==> config.mk <==
export PLATFORM = sky130hd
export DESIGN_NAME = s2mem_burst_writer
export DESIGN_NICKNAME = d
export VERILOG_FILES = /design/src/rtl/s2mem_burst_writer.sv
export SDC_FILE = /design/constraint.sdc
export NUM_CORES = 1
export LEC_CHECK = 0
export ABC_AREA = 0
export CAP_MARGIN = 40
export CORE_UTILIZATION = 57
export CTS_BUF_LIST = sky130_fd_sc_hd__clkbuf_2
export CTS_CLUSTER_DIAMETER = 100
export DETAILED_ROUTE_END_ITERATION = 12
export PLACE_DENSITY = 0.78
export SYNTH_ARGS = -nofsm -noshare
export SYNTH_HDL_FRONTEND = slang
export SYNTH_SLANG_ARGS = --single-unit
==> constraint.sdc <==
create_clock -name ACLK -period 3.9 [get_ports ACLK]
set_input_delay 0.585 -clock ACLK [delete_from_list [all_inputs] [get_ports ACLK]]
set_output_delay 0.585 -clock ACLK [all_outputs]
set_load 0.05 [all_outputs]
==> src/rtl/s2mem_burst_writer.sv <==
`default_nettype none
// ============================================================================
// Module     : s2mem_burst_writer
// Description: Buffers words from the AXI4-Stream reader stage in a
//              first-word-fall-through FIFO and writes them to memory as
//              address/data bursts, starting at base_addr, for total_words
//              words. Reports busy and a one-cycle done pulse.
// Revision   : 1.0 - initial release
// ----------------------------------------------------------------------------
// Ports
//   ACLK            in   clock, rising edge
//   ARESET          in   synchronous active-high reset
//   start           in   one-cycle pulse, begins a transfer when idle
//   base_addr       in   first byte address, sampled on start
//   total_words     in   number of words, sampled on start
//   busy            out  transfer in progress
//   done            out  one-cycle pulse at end of transfer
//   ready           out  upstream word accepted this cycle if data_valid
//   data_valid      in   upstream word present
//   data            in   upstream word
//   MEM_REQ_VALID   out  burst request valid
//   MEM_REQ_READY   in   burst request accepted
//   MEM_REQ_ADDR    out  burst start byte address
//   MEM_REQ_LEN     out  beats-1 of the burst
//   MEM_WDATA_VALID out  write beat valid
//   MEM_WDATA_READY in   write beat accepted
//   MEM_WDATA       out  write beat data
//   MEM_WDATA_LAST  out  final beat of the burst
// ============================================================================
module s2mem_burst_writer #(
  parameter int C_DATA_WIDTH      = 32,
  parameter int C_ADDR_WIDTH      = 32,
  parameter int C_BURST_LEN       = 16,
  parameter int C_FIFO_DEPTH_LOG2 = 5
) (
  input  logic                    ACLK,
  input  logic                    ARESET,
  input  logic                    start,
  input  logic [C_ADDR_WIDTH-1:0] base_addr,
  input  logic [31:0]             total_words,
  output logic                    busy,
  output logic                    done,
  output logic                    ready,
  input  logic                    data_valid,
  input  logic [C_DATA_WIDTH-1:0] data,
  output logic                    MEM_REQ_VALID,
  input  logic                    MEM_REQ_READY,
  output logic [C_ADDR_WIDTH-1:0] MEM_REQ_ADDR,
  output logic [7:0]              MEM_REQ_LEN,
  output logic                    MEM_WDATA_VALID,
  input  logic                    MEM_WDATA_READY,
  output logic [C_DATA_WIDTH-1:0] MEM_WDATA,
  output logic                    MEM_WDATA_LAST
);

  localparam int c_aw    = C_FIFO_DEPTH_LOG2;
  localparam int c_depth = 1 << C_FIFO_DEPTH_LOG2;
  localparam int c_bytes = C_DATA_WIDTH / 8;

  localparam logic [c_aw:0]           c_full_cnt   = c_depth[c_aw:0];
  localparam logic [c_aw:0]           c_cnt_one    = {{c_aw{1'b0}}, 1'b1};
  localparam logic [c_aw-1:0]         c_ptr_one    = {{(c_aw-1){1'b0}}, 1'b1};
  localparam logic [C_ADDR_WIDTH-1:0] c_word_bytes = C_ADDR_WIDTH'(c_bytes);
  localparam logic [8:0]              c_burst      = 9'(C_BURST_LEN);

  localparam logic [2:0] c_st_idle = 3'd0;
  localparam logic [2:0] c_st_fill = 3'd1;
  localparam logic [2:0] c_st_req  = 3'd2;
  localparam logic [2:0] c_st_data = 3'd3;
  localparam logic [2:0] c_st_done = 3'd4;

  logic [2:0]              r_state;
  logic [2:0]              w_state_nxt;
  logic [C_ADDR_WIDTH-1:0] r_addr;
  logic [31:0]             r_remaining;
  logic [31:0]             r_total;
  logic [31:0]             r_accepted;
  logic [8:0]              r_beat;

  logic [C_DATA_WIDTH-1:0] r_mem [c_depth];
  logic [c_aw-1:0]         r_wr_ptr;
  logic [c_aw-1:0]         r_rd_ptr;
  logic [c_aw:0]           r_count;

  logic [8:0]  w_blen;
  logic [8:0]  w_blen_m1;
  logic [31:0] w_rem_after;
  logic        w_busy;
  logic        w_fifo_full;
  logic        w_fifo_empty;
  logic        w_push;
  logic        w_pop;
  logic        w_last_beat;
  logic        w_burst_done;

  // Remaining is only updated at the end of a burst, so the burst length
  // stays stable from FILL through the last beat of DATA.
  assign w_blen       = (r_remaining >= 32'(C_BURST_LEN)) ? c_burst : r_remaining[8:0];
  assign w_blen_m1    = w_blen - 9'd1;
  assign w_rem_after  = r_remaining - 32'(w_blen);
  assign w_busy       = (r_state == c_st_fill) || (r_state == c_st_req) || (r_state == c_st_data);
  assign w_fifo_full  = (r_count == c_full_cnt);
  assign w_fifo_empty = (r_count == '0);
  assign w_push       = ready & data_valid;
  assign w_pop        = (r_state == c_st_data) & ~w_fifo_empty & MEM_WDATA_READY;
  assign w_last_beat  = (r_beat == w_blen_m1);
  assign w_burst_done = w_pop & w_last_beat;

  // State register
  always_ff @(posedge ACLK) begin
    if (ARESET) begin
      r_state <= c_st_idle;
    end else begin
      r_state <= w_state_nxt;
    end
  end

  // Next-state logic
  always_comb begin
    w_state_nxt = r_state;
    case (r_state)
      c_st_idle: begin
        if (start) begin
          w_state_nxt = (total_words == 32'd0) ? c_st_done : c_st_fill;
        end
      end
      c_st_fill: begin
        if (32'(r_count) >= 32'(w_blen)) begin
          w_state_nxt = c_st_req;
        end
      end
      c_st_req: begin
        if (MEM_REQ_READY) begin
          w_state_nxt = c_st_data;
        end
      end
      c_st_data: begin
        if (w_burst_done) begin
          w_state_nxt = (w_rem_after == 32'd0) ? c_st_done : c_st_fill;
        end
      end
      c_st_done: begin
        w_state_nxt = c_st_idle;
      end
      default: begin
        w_state_nxt = c_st_idle;
      end
    endcase
  end

  // Output logic; payloads are forced to zero outside their valid states so
  // the memory-side bus is quiet while idle and right after reset.
  always_comb begin
    busy            = w_busy;
    done            = (r_state == c_st_done);
    ready           = w_busy & ~w_fifo_full & (r_accepted < r_total);
    MEM_REQ_VALID   = 1'b0;
    MEM_REQ_ADDR    = '0;
    MEM_REQ_LEN     = 8'd0;
    MEM_WDATA_VALID = 1'b0;
    MEM_WDATA       = '0;
    MEM_WDATA_LAST  = 1'b0;
    if (r_state == c_st_req) begin
      MEM_REQ_VALID = 1'b1;
      MEM_REQ_ADDR  = r_addr;
      MEM_REQ_LEN   = w_blen_m1[7:0];
    end
    if ((r_state == c_st_data) && !w_fifo_empty) begin
      MEM_WDATA_VALID = 1'b1;
      MEM_WDATA       = r_mem[r_rd_ptr];
      MEM_WDATA_LAST  = w_last_beat;
    end
  end

  // Transfer counters
  always_ff @(posedge ACLK) begin
    if (ARESET) begin
      r_addr      <= '0;
      r_remaining <= 32'd0;
      r_total     <= 32'd0;
      r_accepted  <= 32'd0;
      r_beat      <= 9'd0;
    end else begin
      if ((r_state == c_st_idle) && start) begin
        r_addr      <= base_addr;
        r_remaining <= total_words;
        r_total     <= total_words;
        r_accepted  <= 32'd0;
      end
      if (w_push) begin
        r_accepted <= r_accepted + 32'd1;
      end
      if ((r_state == c_st_req) && MEM_REQ_READY) begin
        r_beat <= 9'd0;
      end
      if (w_pop) begin
        r_beat <= r_beat + 9'd1;
        if (w_last_beat) begin
          r_addr      <= r_addr + (C_ADDR_WIDTH'(w_blen) * c_word_bytes);
          r_remaining <= w_rem_after;
        end
      end
    end
  end

  // FIFO pointers and occupancy; push and pop together keep the count.
  always_ff @(posedge ACLK) begin
    if (ARESET) begin
      r_wr_ptr <= '0;
      r_rd_ptr <= '0;
      r_count  <= '0;
    end else begin
      if (w_push) begin
        r_wr_ptr <= r_wr_ptr + c_ptr_one;
      end
      if (w_pop) begin
        r_rd_ptr <= r_rd_ptr + c_ptr_one;
      end
      case ({w_push, w_pop})
        2'b10:   r_count <= r_count + c_cnt_one;
        2'b01:   r_count <= r_count - c_cnt_one;
        default: r_count <= r_count;
      endcase
    end
  end

  // FIFO storage needs no reset: the pointers define what is valid.
  always_ff @(posedge ACLK) begin
    if (w_push) begin
      r_mem[r_wr_ptr] <= data;
    end
  end

endmodule
`default_nettype wire

==> flow_metrics.tcl <==
set metrics [dict create \
    gr-total-overflow 0 \
    placed_area_um2 54000 \
    crit_arrival_ps 4640 \
    grt_pass1_wl_mm 206 \
    dieArea_um2 86700 \
    final_util_pct 72.9 \
    finalCriticalPeriod_ps 5220 \
    synth_cell_type_count 72 \
    synthesis.area_um2 48700 \
    cts_tree "yes" \
    relSlewSlack_pct 28.7 \
    vias_per_cell 6.59 \
    drc 0 \
    vias 33100 \
    synth.area.top_cells "edfxtp_1 (63%), mux4_2 (15%), dfxtp_1 (6.6%)" \
    seqCellArea_um2 34000 \
    design_area_um2 61300 \
    synth_edf_count 1024 \
    violations "setup timing" \
    p_leak_uw 0.0209 \
    synth_top_cell_by_area "edfxtp_1" \
    cts_made_buffers 306 \
    syn_to_final_growth_pct 25.7 \
    wl_per_cell_um 30.4 \
    cp_max_fo 3 \
    layout-drive-gt1-share_pct 38.8 \
    hpwl_mm 76.7 \
    hold_class "input port to flop" \
    wl_mm 153 \
    max_freq_ghz 0.191 \
    rows 106 \
    cp-start-kind "flop" \
    p_per_area_nw_per_um2 391 \
    die_x_um 294 \
    timing.final.ws_setup_ps -1320 \
    synthFlopType "edfxtp_1" \
    dr.pass1.iters 6 \
    tightest_slew_ps 1070 \
    insertion_delay_ps 1610 \
    nFillCells 4811 \
    boundaryPins 180 \
    start_util_pct 58.0 \
    seq_area_frac_synth_pct 69.7 \
    final_max_slew_viol_count 0 \
    post-synth-top-count-cell "edfxtp_1" \
    async_flop_share_pct 0 \
    htree_levels 5 \
    fin_skew_ps 230 \
    grt_max_degree 83 \
    period_share_pct 134 \
    hold_viol_final 0 \
    syn_avg_cell_area_um2 17.1 \
    core_area_um2 84100 \
    clockBufferDepth 4 \
    status "complete, but fails checks" \
    place.gp.congestion 0.913 \
    cap_violations 0 \
    cts.clk_slew.worst_paths_ps 110 \
    final_antenna_net_count 0 \
    finalSetupViolCount 99 \
    postSynthCellCount 2844 \
    yosysWarningCount 0 \
    synth-seq-cells 1185 \
    crit_type "flop to output pin" \
    peakVddDrop_v 0.000308 \
    rsz0062_at_grt "yes" \
    track_usage_pct 33.1 \
    antenna_found_initial 5 \
    cts.sinks 1185 \
    synth_top_area_share_pct 63.1 \
    numPortBuffers 179 \
    grt_pass1_vias 32500 \
    multi_input_area_um2 15300 \
    die_y_um 294 \
    cp.required_ps 3310 \
    fin_nets 3847 \
    first_iter_violations 4051 \
    ys_top_cells_by_count "edfxtp_1 (1,024), mux4_2 (320), nand2_1 (195)" \
    cts-root-buf "clkbuf_2" \
    endpoint_kind "output pin" \
]
==> metrics by stage <==
step	setup TNS [ps]	hold WS [ps]	setup slack [ps]	instances	power, uW
global placement	-5360	438	-238	4247	15300
CTS	-33280	38.0	-1490	4933	23500
finish	-37060	181	-1320	5023	23900
floorplan	-589	432	-92.4	2848	14700
detailed placement	-9230	446	-265	4257	15400
global route	-54920	114	-1570	5021	24700
==> per-layer routing <==
layer / global-route usage (%) / vias up / part of all wire, %
met1: 40.3 / 16400 / 32
met3: 7.25 / 626 / 12
met4: 17.0 / 2 / 6.1
met2: 56.0 / 2879 / 50
met5: 0 / - / 0.0085
li1: - / 13200 / -
==> worst max-delay path, stage by stage (launching register included) <==
cell	delay [ps]
dfxtp_2	330
or4_4	530
or4_4	540
nor3_4	210
buf_6	140
nand2_4	50
ha_4	230
xnor2_2	130
a211oi_2	260
nand4_1	180
mux2i_2	230
nand2_2	110
nor2_4	150
buf_12	150
==> layout make-up <==
class	count	share of cell area, %
flip-flops and latches	1185	55.6
multi-input cells	1439	25.0
repair buffers	680	12.4
clock buffers	442	3.61
well taps	1134	2.32
clock inverters	61	0.598
inverters	71	0.451
diodes	11	0.0449
==> sequential cells by signal (all words and copies together), names as in the netlist, named ones only <==
register and cells:
r_count 6, r_addr 32, r_wr_ptr 5, r_rd_ptr 5, r_beat 9, r_total 32, r_remaining 32, r_accepted 32
r_mem 1024, r_state 3
==> power by group <==
part	switching (uW)	internal (uW)	total [uW]	leakage, uW
clock	5230	3310	8540	0.00202
combinational	859	626	1480	0.00835
sequential	81.1	13800	13900	0.0105
total	6170	17800	23900	0.0209
==> placed cells by master, fill, tap and decap left out, types with 26 or more instances in the layout <==
master / n
clkdlybuf4s50_1: 102
clkinv_1: 47
nor2_1: 113
buf_4: 241
ha_1: 44
and3_1: 46
buf_8: 34
nor3_1: 26
dlygate4sd2_1: 27
o21ai_0: 58
edfxtp_1: 1024
a31oi_1: 32
buf_12: 63
a21oi_1: 83
inv_1: 58
dfxtp_1: 128
dlygate4sd3_1: 99
mux4_2: 320
nand3_1: 42
nor2_4: 46
buf_6: 81
nand2_1: 182
clkbuf_2: 442
nand4_1: 27
==> worst paths after layout <==
| kind | start | end | slack, ps | depth (start not counted) |
|---|---|---|---|---|
| setup / recovery | r_remaining[22] | MEM_WDATA_LAST | -1320 | 13 |
| hold / removal | ARESET | r_total[23] | 180 | 4 |
| setup reg to reg | r_remaining[22] | r_addr[26] | -380 | 16 |
| hold reg to reg | r_addr[0] | r_addr[0] | 460 | 2 |
==> cell families after synthesis <==
group           Yosys count  synth area share [%]
flops                  1185                  69.7
simple gates            644                  6.28
mux                     368                  15.8
compound gates          320                  4.04
buf+inv                 224                  1.77
fa+ha+maj                62                  1.62
xor+xnor                 39                 0.757
other cells               2                0.0154
==> what timing repair did <==
item | CTS | global route
hold buffers | 84 | 15
setup buffers | 71 | 54
resized for setup | 368 | 202
setup endpoints to repair | 133 | 709
gates cloned | 20 | 10
endpoints found under the hold margin | 359 | 466
pin swaps | 72 | 102
Power figures use the tool's default switching activity.
